$ cat config.mk
export PLATFORM = sky130hd
export DESIGN_NAME = axis_insert_header_arb
export DESIGN_NICKNAME = d
export VERILOG_FILES = /design/src/rtl/axis_insert_header_arb.sv
export SDC_FILE = /design/constraint.sdc
export NUM_CORES = 1
export LEC_CHECK = 0
export BUFFER_PORTS_ARGS = -buffer_cell sky130_fd_sc_hd__buf_4
export CAP_MARGIN = 20
export CELL_PAD_IN_SITES_DETAIL_PLACEMENT = 1
export CELL_PAD_IN_SITES_GLOBAL_PLACEMENT = 1
export CORE_MARGIN = 2
export CORE_UTILIZATION = 22
export CTS_CLUSTER_SIZE = 40
export DETAILED_ROUTE_END_ITERATION = 6
export GPL_TIMING_DRIVEN = 0
export PLACE_DENSITY = 0.84
export SYNTH_ARGS = -nofsm -noshare
export SYNTH_HDL_FRONTEND = slang
export SYNTH_SLANG_ARGS = --single-unit
$ cat constraint.sdc
create_clock -name clk -period 3.2 [get_ports clk]
set_input_delay 0.32 -clock clk [delete_from_list [all_inputs] [get_ports clk]]
set_output_delay 0.32 -clock clk [all_outputs]
set_load 0.005 [all_outputs]
$ cat src/rtl/axis_insert_header_arb.sv
// Packet-level round-robin arbiter that lets two requesters share one header inserter.
// A grant covers one header handshake plus every data beat up to and including the last one.
module axis_insert_header_arb #(
    parameter int DATA_WD      = 32,
    parameter int DATA_BYTE_WD = DATA_WD / 8,
    parameter int BYTE_CNT_WD  = $clog2(DATA_BYTE_WD)
) (
    input  logic                    clk,
    input  logic                    rst,
    // requester 0
    input  logic                    s0_valid_insert,
    input  logic [DATA_WD-1:0]      s0_header_insert,
    input  logic [DATA_BYTE_WD-1:0] s0_keep_insert,
    input  logic [BYTE_CNT_WD:0]    s0_byte_insert_cnt,
    output logic                    s0_ready_insert,
    input  logic                    s0_valid_in,
    input  logic [DATA_WD-1:0]      s0_data_in,
    input  logic [DATA_BYTE_WD-1:0] s0_keep_in,
    input  logic                    s0_last_in,
    output logic                    s0_ready_in,
    // requester 1
    input  logic                    s1_valid_insert,
    input  logic [DATA_WD-1:0]      s1_header_insert,
    input  logic [DATA_BYTE_WD-1:0] s1_keep_insert,
    input  logic [BYTE_CNT_WD:0]    s1_byte_insert_cnt,
    output logic                    s1_ready_insert,
    input  logic                    s1_valid_in,
    input  logic [DATA_WD-1:0]      s1_data_in,
    input  logic [DATA_BYTE_WD-1:0] s1_keep_in,
    input  logic                    s1_last_in,
    output logic                    s1_ready_in,
    // towards the inserter
    output logic                    m_valid_insert,
    output logic [DATA_WD-1:0]      m_header_insert,
    output logic [DATA_BYTE_WD-1:0] m_keep_insert,
    output logic [BYTE_CNT_WD:0]    m_byte_insert_cnt,
    input  logic                    m_ready_insert,
    output logic                    m_valid_in,
    output logic [DATA_WD-1:0]      m_data_in,
    output logic [DATA_BYTE_WD-1:0] m_keep_in,
    output logic                    m_last_in,
    input  logic                    m_ready_in,
    // status
    output logic                    grant_id,
    output logic                    busy,
    output logic [15:0]             pkt_cnt0,
    output logic [15:0]             pkt_cnt1,
    output logic [1:0]              state_dbg
);

    // Handshake rule on every channel: a transfer happens on a posedge where valid and
    // ready are both high; ready here is a pure function of state, grant and the
    // downstream ready, so it never depends on the requester's own valid.
    typedef enum logic [1:0] {
        IDLE = 2'd0,
        HDR  = 2'd1,
        DATA = 2'd2
    } state_t;

    state_t state;
    logic   prio;
    logic   hdr_phase;
    logic   data_phase;
    logic   hdr_hs;
    logic   last_hs;
    logic   arb_pick;

    logic                    sel_valid_insert;
    logic [DATA_WD-1:0]      sel_header_insert;
    logic [DATA_BYTE_WD-1:0] sel_keep_insert;
    logic [BYTE_CNT_WD:0]    sel_byte_insert_cnt;
    logic                    sel_valid_in;
    logic [DATA_WD-1:0]      sel_data_in;
    logic [DATA_BYTE_WD-1:0] sel_keep_in;
    logic                    sel_last_in;

    assign hdr_phase  = (state == HDR);
    assign data_phase = (state == DATA);
    assign state_dbg  = state;

    assign sel_valid_insert    = grant_id ? s1_valid_insert    : s0_valid_insert;
    assign sel_header_insert   = grant_id ? s1_header_insert   : s0_header_insert;
    assign sel_keep_insert     = grant_id ? s1_keep_insert     : s0_keep_insert;
    assign sel_byte_insert_cnt = grant_id ? s1_byte_insert_cnt : s0_byte_insert_cnt;
    assign sel_valid_in        = grant_id ? s1_valid_in        : s0_valid_in;
    assign sel_data_in         = grant_id ? s1_data_in         : s0_data_in;
    assign sel_keep_in         = grant_id ? s1_keep_in         : s0_keep_in;
    assign sel_last_in         = grant_id ? s1_last_in         : s0_last_in;

    // Outside its own phase each downstream channel is driven to all zeros.
    assign m_valid_insert    = hdr_phase & sel_valid_insert;
    assign m_header_insert   = hdr_phase ? sel_header_insert   : '0;
    assign m_keep_insert     = hdr_phase ? sel_keep_insert     : '0;
    assign m_byte_insert_cnt = hdr_phase ? sel_byte_insert_cnt : '0;
    assign m_valid_in        = data_phase & sel_valid_in;
    assign m_data_in         = data_phase ? sel_data_in : '0;
    assign m_keep_in         = data_phase ? sel_keep_in : '0;
    assign m_last_in         = data_phase & sel_last_in;

    assign s0_ready_insert = hdr_phase  & ~grant_id & m_ready_insert;
    assign s1_ready_insert = hdr_phase  &  grant_id & m_ready_insert;
    assign s0_ready_in     = data_phase & ~grant_id & m_ready_in;
    assign s1_ready_in     = data_phase &  grant_id & m_ready_in;

    assign hdr_hs   = m_valid_insert & m_ready_insert;
    assign last_hs  = m_valid_in & m_ready_in & m_last_in;
    assign arb_pick = (s0_valid_insert & s1_valid_insert) ? prio : s1_valid_insert;

    always_ff @(posedge clk) begin
        if (rst) begin
            state    <= IDLE;
            prio     <= 1'b0;
            grant_id <= 1'b0;
            busy     <= 1'b0;
            pkt_cnt0 <= 16'd0;
            pkt_cnt1 <= 16'd0;
        end else begin
            // Counters are rewritten every cycle; the 16-bit add wraps 0xFFFF to 0.
            pkt_cnt0 <= pkt_cnt0 + {15'd0, last_hs & ~grant_id};
            pkt_cnt1 <= pkt_cnt1 + {15'd0, last_hs &  grant_id};
            case (state)
                IDLE: begin
                    if (s0_valid_insert | s1_valid_insert) begin
                        grant_id <= arb_pick;
                        state    <= HDR;
                        busy     <= 1'b1;
                    end
                end
                HDR: begin
                    if (hdr_hs) begin
                        state <= DATA;
                    end
                end
                DATA: begin
                    if (last_hs) begin
                        state <= IDLE;
                        busy  <= 1'b0;
                        prio  <= ~grant_id;
                    end
                end
                default: begin
                    state <= IDLE;
                    busy  <= 1'b0;
                end
            endcase
        end
    end

endmodule

== After elaboration in Yosys (flattened, before gate mapping) ==
Cells that the tools add are included.

* Output and inout port bits: 118
* Bits of input ports: 160
* Register bits after elaboration: 37
* Word-level logic and storage cells: 59

* Equal/unequal tests: 5
* $add $sub $neg: 2
* Bitwise logic cells: 20
* Reduce and logical (&&, ||, !) cells: 5
* Mux-type cells: 21

{| class="wikitable"
|+ Operators by type and width
! operator !! number
|-
| two-way mux 32 bit || 4
|-
| adder 16 x 1 -> 16 bit || 2
|-
| bitwise AND 1 bit || 17
|-
| two-way mux 4 bit || 4
|-
| two-way mux 1 bit || 6
|-
| two-way mux 2 bit || 3
|-
| two-way mux 3 bit || 2
|-
| one-hot mux 2 bit (3 select lines) || 1
|-
| AND reduction 3 bit || 2
|-
| != test 2 x 1 -> 1 bit (second input constant) || 2
|-
| AND reduction 2 bit || 2
|-
| one-hot mux 1 bit (3 select lines) || 1
|-
| == test 2 x 1 -> 1 bit (second input constant) || 1
|-
| == test 2 bit (second input constant) || 1
|-
| logical NOT 2 bit || 1
|-
| != test 2 bit (second input constant) || 1
|-
| NOT 1 bit || 2
|-
| bitwise OR 1 bit || 1
|}

== Longest topological paths before layout ==
Gate-level depths: netlist (run 1).

* Depth in word-level cells: 6
* Depth in mapped cells: 9
* Depth with buffers taken out: 8

== Worst setup path before layout (run 1) ==
OpenSTA, ideal clock, no wires.

* Path type: reg2reg
* Start point: reg state[0] (netlist: state_dbg[0])
* End point: reg pkt_cnt0[14]
* Arrival time: 2.293 ns
* Setup slack: 0.786 ns
* Path buffers: 1
* Setup time: 0.121 ns
* Clock period less this slack: 2.414 ns
* Data required time: 3.079 ns
* Cell stages (with the launch flop): 10
* Cells stage by stage: dfxtp_1 > nand2b_1 > buf_2 > nor4_4 > and2_1 > ha_1 > ha_1 > nand4_4 > nor4_1 > mux2_2

* Cells in the longest elaborated chain, start to end: 6
* Elaborated cells between the ends (all ways): 7
* Classes of those cells: add/sub (1); eq/ne (1); bitwise (5)

{| class="wikitable"
|+ Ends and longest elaborated chain
! element !! RTL line !! RTL
|-
| start: declaration || 60 || <nowiki>state_t state;</nowiki>
|-
| start signal: assignment || 111 || <nowiki>state <= IDLE;</nowiki>
|-
| start signal: assignment || 125 || <nowiki>state <= HDR;</nowiki>
|-
| start signal: assignment || 131 || <nowiki>state <= DATA;</nowiki>
|-
| == test 2 bit * || 78 || <nowiki>assign data_phase = (state == DATA);</nowiki>
|-
| bitwise AND 1 bit || 95 || <nowiki>assign m_valid_in = data_phase & sel_valid_in;</nowiki>
|-
| bitwise AND 1 bit || 106 || <nowiki>assign last_hs = m_valid_in & m_ready_in & m_last_in;</nowiki>
|-
| bitwise AND 1 bit * || 106 ||
|-
| bitwise AND 1 bit * || 119 || <nowiki>pkt_cnt0 <= pkt_cnt0 + {15'd0, last_hs & ~grant_id};</nowiki>
|-
| adder 16 x 1 -> 16 bit * || 119 ||
|-
| end signal: assignment || 119 ||
|-
| end: declaration || 46 || <nowiki>output logic [15:0] pkt_cnt0,</nowiki>
|}

Every way passes the cells marked *; elsewhere a longest branch is shown, timed or not.
A chain may end at the register's enable or synchronous reset.

== Final worst setup path (run 1) ==
* Start point: reg state[0] (netlist: state_dbg[0])
* End point: reg pkt_cnt1[14]

* Cells in the longest elaborated chain, start to end: 6
* Elaborated cells between the ends (all ways): 7
* Classes of those cells: add/sub (1); eq/ne (1); bitwise (5)

{| class="wikitable"
|+ Ends and longest elaborated chain
! element !! RTL line !! RTL
|-
| == test 2 bit * || 78 ||
|-
| bitwise AND 1 bit || 95 ||
|-
| bitwise AND 1 bit || 106 ||
|-
| bitwise AND 1 bit * || 106 ||
|-
| bitwise AND 1 bit * || 120 || <nowiki>pkt_cnt1 <= pkt_cnt1 + {15'd0, last_hs & grant_id};</nowiki>
|-
| adder 16 x 1 -> 16 bit * || 120 ||
|-
| end signal: assignment || 120 ||
|-
| end: declaration || 47 || <nowiki>output logic [15:0] pkt_cnt1,</nowiki>
|}

Marks and branches as above.

==> results.toml, run 1 <==
[status]
status = "finished, final reports clean"

[synth]
synthMuxAreaShare_pct = 4.64
synth_top_area_share_pct = 28.6
yosysTopAreaCell = "dfxtp_1"
async_flop_share_pct = 0
synth_top_family_by_area = "compound AO/OA/AOI/OAI gates"
synth-adder-area-share_pct = 2.90
ys.flop_type = "dfxtp_1"
synth_edf_count = 0
yosys-top-cells-area = "dfxtp_1 (29%), a22o_1 (26%), a21oi_1 (3.1%)"
yosysWarnings = 0
avgSynthCellArea_um2 = 8.66
yosys.area_share.simple_pct = 22.9
synth_nets = 465
synth-compound-area-share_pct = 33.8
syn_inst = 299
netlist_area_mm2 = 0.00259
synth-seq-cells = 37
synth.distinct_cells = 39
synthXorXnorAreaFrac_pct = 2.03
synth_seq_area_share_pct = 28.6

[hold_path]
hp-start = "s1_valid_insert"
min_path_cells = 3
hold-path-endpoint = "grant_id$_SDFFE_PP0P_"
hold_class = "input port to register"

[clock_network]
clk_transition_reported_paths_ps = 60
ctsRootBufferMaster = "clkbuf_16"
cts_buffer_depth = 2
cts_tree = "done"
holdBufCountCts = 0
clock_sinks = 37
clk_latency_ps = 280
cts_resized = 0
cts_made_buffers = 5
post_cts_buffers = 0
cts_max_level = 2

[detailed_routing]
ant_nets = 0
drt_iter0_drc = 190
avgViaCountPerCell = 4.99
wire_per_inst_um = 18.6
via_count = 3633
drc = 0
firstDrtPassIters = 4
totalWireLength_mm = 13.5

[finish]
multiInputGateArea_mm2 = 0.00171
area_growth_syn_to_layout_pct = 94.0
fin_nets = 749
instances_no_fill = 728
fill_cells = 1378
seq_area_um2 = 741
drive_gt1_share_pct = 53.6
finish.instance_area_mm2 = 0.00502

[setup_path]
cp.arrival_ps = 2980
critical_path.top_delay_family = "simple AND/OR/NAND/NOR gates"
r2r_start = "state_dbg[0]$_SDFFE_PP0P_"
crit_top_cell = "ha_1"
crit_path_max_fanout = 9
crit_path_end_kind = "register"
cp_num_buf_inv = 1
worst_setup_path_start_kind = "register"
cp_cell_sequence = "nand2b_1 -> buf_2 -> nor4_4 -> and2_1 -> ha_1 -> ha_1 -> nand3_1 -> nor4_1 -> mux2_2"
crit_required_ps = 3380
max_stage_delay_ps = 400
r2r_slack_ps = 400
crit_slowest_cell = "nor4_4"
r2r_cells = 9
cp.depth = 9
r2r_end = "pkt_cnt1[14]$_SDFF_PP0_"
critPathKind = "register to register"

[floorplan]
initial_core_util_pct = 22.6
die_width_um = 112
io_pins = 278
die_area_mm2 = 0.0127
core_area_mm2 = 0.0115
die_height_um = 112
rows = 39

[timing]
slew_headroom_pct = 55.8
fin_setup_tns_ps = 0
setup_violations = 0
max_freq_mhz = 357
min_period_ps = 2800
grt_setup_unrepaired = "false"
drv_slew = 0
clock_skew_ps = 4.29
hold_violations = 0
fin_ws_ps = 395
period_share_pct = 87.7
worst_slew_pin_slew_ps = 662

[place]
port_buffers = 277
place_inst = 719
place_area_mm2 = 0.00485
dp_slack_ps = 374
dp_hpwl_mm = 11.4
place_congestion = 0.827

[power]
p_leak_nw = 2.45
peakVddDrop_mv = 0.245
p_per_area_mw_per_mm2 = 294

[global_routing]
antenna_found_initial = 1
grt_max_degree = 12
globalRouteOverflowTotal = 0
grtUsageTotal_pct = 20.0
grt_pass1_vias = 3798
grt_pass1_wl_mm = 20.3

[run]
drv_cap = 0
[cells in the mapped netlist (4+ instances only)]
cell type,number
a22o_1,76
dfxtp_1,37
nor2_1,19
a21oi_1,16
buf_2,14
nor2b_1,12
nand3_1,10
or4_1,9
inv_1,8
o31ai_1,8
clkbuf_1,7
nor4_1,7
o21ai_0,7
or3_1,7
ha_1,6
mux2_2,6
nand2_1,6
nand4_1,6
and2_1,4
[layout make-up]
class	instances	share of cell area, %
Antenna cell	1	0.0498
Buffer	23	2.07
Clock buffer	7	2.84
Clock inverter	1	0.598
Inverter	8	0.598
Multi-Input combinational cell	231	34.1
Sequential cell	37	14.7
Tap cell	143	3.56
Timing Repair Buffer	277	41.4
[kinds of logic after synthesis]
logic type,count (synthesis)
AOI/OAI and AO/OA,111
DFF,37
muxes,11
xor gates and xnor gates,6
and+or+nand+nor,97
adders and majority gates,6
buffers and inverters,31
[worst min-delay path, stage by stage]
cell and delay (ps):
buf_4 130, nand3_1 70, a21oi_1 60
[worst max-delay path by stage]
stage,start,to
6_report,state_dbg[0]$_SDFFE_PP0P_,pkt_cnt1[14]$_SDFF_PP0_
3_5_place_dp,state_dbg[0]$_SDFFE_PP0P_,pkt_cnt0[14]$_SDFF_PP0_
5_1_grt,grant_id$_SDFFE_PP0P_,pkt_cnt0[14]$_SDFF_PP0_
3_3_place_gp,state_dbg[0]$_SDFFE_PP0P_,pkt_cnt1[14]$_SDFF_PP0_
2_1_floorplan,state_dbg[0]$_SDFFE_PP0P_,pkt_cnt0[14]$_SDFF_PP0_
4_1_cts,state_dbg[0]$_SDFFE_PP0P_,pkt_cnt0[14]$_SDFF_PP0_
[sequential cells by signal, indices dropped and copies added, names as in the netlist]
| register | flops |
|---|---|
| prio | 1 |
| pkt_cnt0 | 16 |
| pkt_cnt1 | 16 |
| busy | 1 |
| grant_id | 1 |
| state_dbg | 2 |
[stage by stage]
| step | util [%] | hold WS [ps] | power (W) |
|---|---|---|---|
| after floorplan | - | 467 | 0.000613 |
| after global placement | 42.3 | 479 | 0.000895 |
| after detailed placement | 42.3 | 501 | 0.000904 |
| after CTS | 43.8 | 343 | 0.00149 |
| after global routing | 43.8 | 398 | 0.00154 |
| final | 43.8 | 344 | 0.00148 |
[cells in the final DEF (no fill, tap or decap), drive strengths merged, types with 4 or more instances in the layout]
master / instances
a21oi: 16
a22o: 76
and2: 4
buf: 293
clkbuf: 14
dfxtp: 37
ha: 6
inv: 8
mux2: 8
nand2: 6
nand3: 11
nand4: 9
nor2: 21
nor2b: 12
nor4: 8
o21ai: 7
o31ai: 8
or3: 7
or4: 9
[report_power, final]
part	switching [W]	total, W	internal, W
Sequential	0.00000750	0.000474	0.000466
Combinational	0.000153	0.000417	0.000264
Clock	0.000195	0.000584	0.000389
[routing by layer]
metal / wire length, µm / global-route usage, % / share of wire (%)
met1: 5180 / 22.5 / 38
met2: 7150 / 37.2 / 53
met3: 825 / 4.00 / 6.1
met4: 383 / 7.32 / 2.8
met5: 0 / 0 / 0
Power figures use the tool's default switching activity.
==> run 2: changes to the inputs <==
CORE_UTILIZATION = 24   (was 22)
PLACE_DENSITY = 0.9   (was 0.84)
clock period = 3.4 ns   (was 3.2 ns; I/O delays follow)
==> run 2 against run 1 <==
Total power down 16%; worst hold slack better by 33 ps; die area down 8.0%; non-clock buffer count unchanged; via count up 1.0%; largest cell class unchanged; cell count down 0.27%; sequential power down 6.3%; count of clock-buffer cells in the layout unchanged; global-route usage up 2.4 points; wire length up 3.7%; fmax up 0.47%; combinational power down 5%.
==> results.toml, run 2 (synthesis results as in run 1) <==
[status]
status = "finished, final reports clean"

[detailed_routing]
drt_iter0_drc = 189
drc = 0
totalWireLength_mm = 14.0
ant_nets = 0
wire_per_inst_um = 19.3
avgViaCountPerCell = 5.06
firstDrtPassIters = 4
via_count = 3670

[finish]
area_growth_syn_to_layout_pct = 92.0
fill_cells = 1291
layout_common_cells = "buf_4 (277), a22o_1 (76), dfxtp_1 (37)"
layout_commonest_cell = "buf_4"
drive_gt1_share_pct = 53.6
fin_nets = 749

[clock_network]
cts_max_level = 2
ctsRootBufferMaster = "clkbuf_8"
holdBufCountCts = 0
post_cts_buffers = 0
cts_tree = "done"
clock_sinks = 37
cts_buffer_depth = 2
clk_latency_ps = 290
clk_transition_reported_paths_ps = 70
cts_resized = 0
cts_made_buffers = 5

[timing]
clock_skew_ps = 7.22
fin_ws_ps = 608
drv_slew = 0
worst_slew_pin_slew_ps = 591
grt_setup_unrepaired = "false"
period_share_pct = 82.1
max_freq_mhz = 358
slew_headroom_pct = 60.5
min_period_ps = 2790
fin_setup_tns_ps = 0
setup_violations = 0
hold_violations = 0

[setup_path]
crit_top_cell = "ha_1"
cp_num_buf_inv = 1
worst_setup_path_start_kind = "register"
crit_path_end_kind = "register"
crit_required_ps = 3580
critical_path.top_delay_family = "simple AND/OR/NAND/NOR gates"
crit_slowest_cell = "nor4_4"
max_stage_delay_ps = 410
r2r_slack_ps = 610
cp_cell_sequence = "nand2b_1 -> buf_2 -> nor4_4 -> and2_1 -> ha_1 -> ha_1 -> nand4_4 -> nor4_1 -> mux2_2"
critPathKind = "register to register"
cp.arrival_ps = 2970
crit_path_max_fanout = 9

[global_routing]
antenna_found_initial = 6
grt_pass1_vias = 3788
grtUsageTotal_pct = 22.4
grt_pass1_wl_mm = 20.2
grt_max_degree = 12
globalRouteOverflowTotal = 0

[place]
dp_hpwl_mm = 12.0
port_buffers = 277
dp_slack_ps = 538
place_congestion = 0.883

[power]
p_per_area_mw_per_mm2 = 250
p_leak_nw = 2.42
peakVddDrop_mv = 0.161

[floorplan]
die_width_um = 108
die_area_mm2 = 0.0116
io_pins = 278
rows = 37
die_height_um = 108
core_area_mm2 = 0.0104
initial_core_util_pct = 24.9

[run]
drv_cap = 0

[hold_path]
hold_class = "input port to register"
run 2: cell types whose count changed in the layout (fill, tap and decap cells not counted), sizes merged:
cell	delta
diode	+5
run 2: metal layers:
layer / vias to the layer above / part of all wire [%] / routed length, µm / global-route usage, %
met5: - / 0 / 0 / 0
met4: 0 / 4.3 / 610 / 12.3
met3: 33 / 6.2 / 875 / 4.24
met2: 179 / 54 / 7530 / 41.6
met1: 1719 / 36 / 5040 / 23.6
li1: 1739 / - / - / -
run 2: worst paths after layout:
check | from | to | cells past startpoint
min reg2reg | pkt_cnt1[10]$_SDFF_PP0_ | pkt_cnt1[10]$_SDFF_PP0_ | 2
max reg2reg | state_dbg[0]$_SDFFE_PP0P_ | pkt_cnt0[14]$_SDFF_PP0_ | 9
max | state_dbg[0]$_SDFFE_PP0P_ | pkt_cnt0[14]$_SDFF_PP0_ | 9
min | s1_valid_insert | grant_id$_SDFFE_PP0P_ | 3
run 2: tightest hold or removal path, delay by kind of cell:
kind                   cells  cell delay (ps)
buffers and inverters      1              130
AO/OA/AOI/OAI              1               70
AND/OR/NAND/NOR            1               70
run 2: final cells by class:
class                           instances  area [µm²]  share of cell area (%)
Sequential cell                        37         741                    14.9
Inverter                                8        30.0                   0.604
Timing Repair Buffer                  277        2080                    41.8
Multi-Input combinational cell        231        1710                    34.5
Antenna cell                            6        15.0                   0.302
Tap cell                              136         170                    3.42
Buffer                                 23         104                    2.09
Clock inverter                          1        30.0                   0.604
Clock buffer                            7        86.3                    1.74
run 2: through the flow:
step	std cells	instance area (µm²)	hold WS [ps]	total power, W	util (%)
3_5_place_dp	712	4840	508	0.000852	46.5
5_1_grt	726	4970	366	0.00129	47.7
4_1_cts	720	4950	373	0.00125	47.6
3_3_place_gp	712	4840	484	0.000844	46.5
2_1_floorplan	299	2590	481	0.000577	-
6_report	726	4970	377	0.00124	47.7
run 2: power by group:
part | internal, W | switching, W
Combinational | 0.000249 | 0.000149
Clock | 0.000239 | 0.000160
Sequential | 0.000438 | 0.00000569
Total | 0.000926 | 0.000315
==> run 3: changes to the inputs <==
CORE_UTILIZATION = 22   (was 24)
PLACE_DENSITY = 0.84   (was 0.9)
clock period = 2.7 ns   (was 3.4 ns; I/O delays follow)
==> run 3 against run 2 <==
Wire length fell by 0.89%; clock skew fell by 2.3 ps; sequential share of layout area fell by 0.73 points; core utilization fell by 2.0 points; cell count rose by 1.9%; sequential power rose by 27%; via count rose by 1.2%; worst setup slack got worse by 500 ps; global-route usage fell by 2.4 points; critical path depth rose by 2; total power rose by 41%; clock power rose by 73%; critical endpoint is now pkt_cnt1[10]$_SDFF_PP0_; highest routed layer unchanged.
==> results.toml, run 3 (synthesis results as in run 1) <==
[floorplan]
initial_core_util_pct = 22.6
die_area_mm2 = 0.0127
io_pins = 278
rows = 39
core_area_mm2 = 0.0115
die_height_um = 112
die_width_um = 112

[setup_path]
r2r_start = "state_dbg[0]$_SDFFE_PP0P_"
critPathKind = "register to register"
r2r_slack_ps = 110
crit_path_max_fanout = 9
worst_setup_path_start_kind = "register"
crit_required_ps = 2910
crit_path_end_kind = "register"
r2r_cells = 11
r2r_end = "pkt_cnt1[10]$_SDFF_PP0_"
cp.arrival_ps = 2810

[global_routing]
grt_max_degree = 12
antenna_found_initial = 1
grt_pass1_wl_mm = 20.4
grtUsageTotal_pct = 20.1
globalRouteOverflowTotal = 0
grt_pass1_vias = 3811

[status]
status = "finished, final reports clean"

[detailed_routing]
drt_iter0_drc = 160
avgViaCountPerCell = 5.02
wire_per_inst_um = 18.8
totalWireLength_mm = 13.9
dr_wl_met2_mm = 7.47
firstDrtPassIters = 4
wl_met3_um = 814
via_count = 3714
top_layer_used = "met4"
ant_nets = 0
drc = 0
drt-met1-wl_mm = 5.27

[place]
port_buffers = 277
place_congestion = 0.827
dp_hpwl_mm = 11.4
place_area_mm2 = 0.00485

[timing]
min_period_ps = 2590
hold_violations = 0
clock_skew_ps = 4.94
period_share_pct = 96.0
worst_slew_pin_slew_ps = 723
max_freq_mhz = 386
whs_ps = 295
drv_slew = 0
slew_headroom_pct = 51.8
setup_violations = 0

[clock_network]
clk_latency_ps = 280
cts_made_buffers = 5
clk_transition_reported_paths_ps = 60
holdBufCountCts = 0
cts_buffer_depth = 2
ctsRootBufferMaster = "clkbuf_16"
clock_sinks = 37
cts_tree = "done"
cts_max_level = 2

[hold_path]
hold-path-endpoint = "grant_id$_SDFFE_PP0P_"
hold_class = "input port to register"
hp-start = "s1_valid_insert"
min_path_cells = 3

[power]
p_leak_nw = 2.60
peakVddDrop_mv = 0.290
p_per_area_mw_per_mm2 = 333

[finish]
finish.instance_area_mm2 = 0.00524
drive_gt1_share_pct = 56.5
fin_nets = 761
layout_common_cells = "buf_4 (288), a22o_1 (76), dfxtp_1 (35)"
layout_commonest_cell = "buf_4"
final_util_pct = 45.7
area_growth_syn_to_layout_pct = 103

[run]
drv_cap = 0
==> run 3: worst max path at each step <==
stage | from | endpoint | slack, ps | cells past startpoint
detailed placement | state_dbg[0]$_SDFFE_PP0P_ | pkt_cnt0[14]$_SDFF_PP0_ | -130 | 9
floorplan | state_dbg[0]$_SDFFE_PP0P_ | pkt_cnt0[14]$_SDFF_PP0_ | 290 | 9
CTS | state_dbg[0]$_SDFFE_PP0P_ | pkt_cnt1[15]$_SDFF_PP0_ | -7 | 9
global route | state_dbg[0]$_SDFFE_PP0P_ | pkt_cnt0[8]$_SDFF_PP0_ | -20 | 11
global placement | state_dbg[0]$_SDFFE_PP0P_ | pkt_cnt1[14]$_SDFF_PP0_ | -50 | 9
finish | state_dbg[0]$_SDFFE_PP0P_ | pkt_cnt1[10]$_SDFF_PP0_ | 110 | 11
==> run 3: cell type report <==
cell class                      instances  area (µm²)
Tap cell                              143         179
Sequential cell                        37         743
Timing Repair Buffer                  288        2170
Clock buffer                            7         143
Antenna cell                            1        2.50
Inverter                                8        30.0
Buffer                                 23         109
Fill cell                            1357        6220
Clock inverter                          1        30.0
Multi-Input combinational cell        232        1830
==> run 3: per-layer routing <==
layer | global-route usage [%] | vias to the layer above
li1 | - | 1761
met1 | 22.5 | 1760
met2 | 37.3 | 169
met3 | 4.00 | 24
met4 | 7.32 | 0
met5 | 0 | -
==> run 3: repair_timing <==
item,in CTS,in global routing
resized for setup,4,18
pin swaps,1,2
cloned,0,1
setup buffers,3,8
endpoints found under the setup margin,7,13
==> run 3: metrics by stage <==
stage / setup TNS (ps) / worst slack (ps) / power, W / cells
after floorplan: 0 / 286 / 0.000726 / 299
after global placement: -139 / -50.3 / 0.00106 / 719
after detailed placement: -384 / -126 / 0.00107 / 719
after CTS: -6.79 / -6.79 / 0.00176 / 730
after global routing: -50.9 / -18.5 / 0.00183 / 740
final: 0 / 108 / 0.00175 / 740
==> run 3: critical path, stage by stage, from the launching register on <==
cell and delay [ps]:
dfxtp_2 360, nand2b_1 150, clkbuf_4 180, nor4_4 290, buf_4 160, and2_1 150
ha_1 160, ha_2 210, nand3_4 130, buf_12 180, or4_1 400, a21oi_1 150
==> run 3: where the power goes <==
part | internal (W) | switching [W] | leakage (nW)
Clock | 0.000461 | 0.000228 | 0.0841
Combinational | 0.000314 | 0.000182 | 2.22
Sequential | 0.000553 | 0.00000886 | 0.299
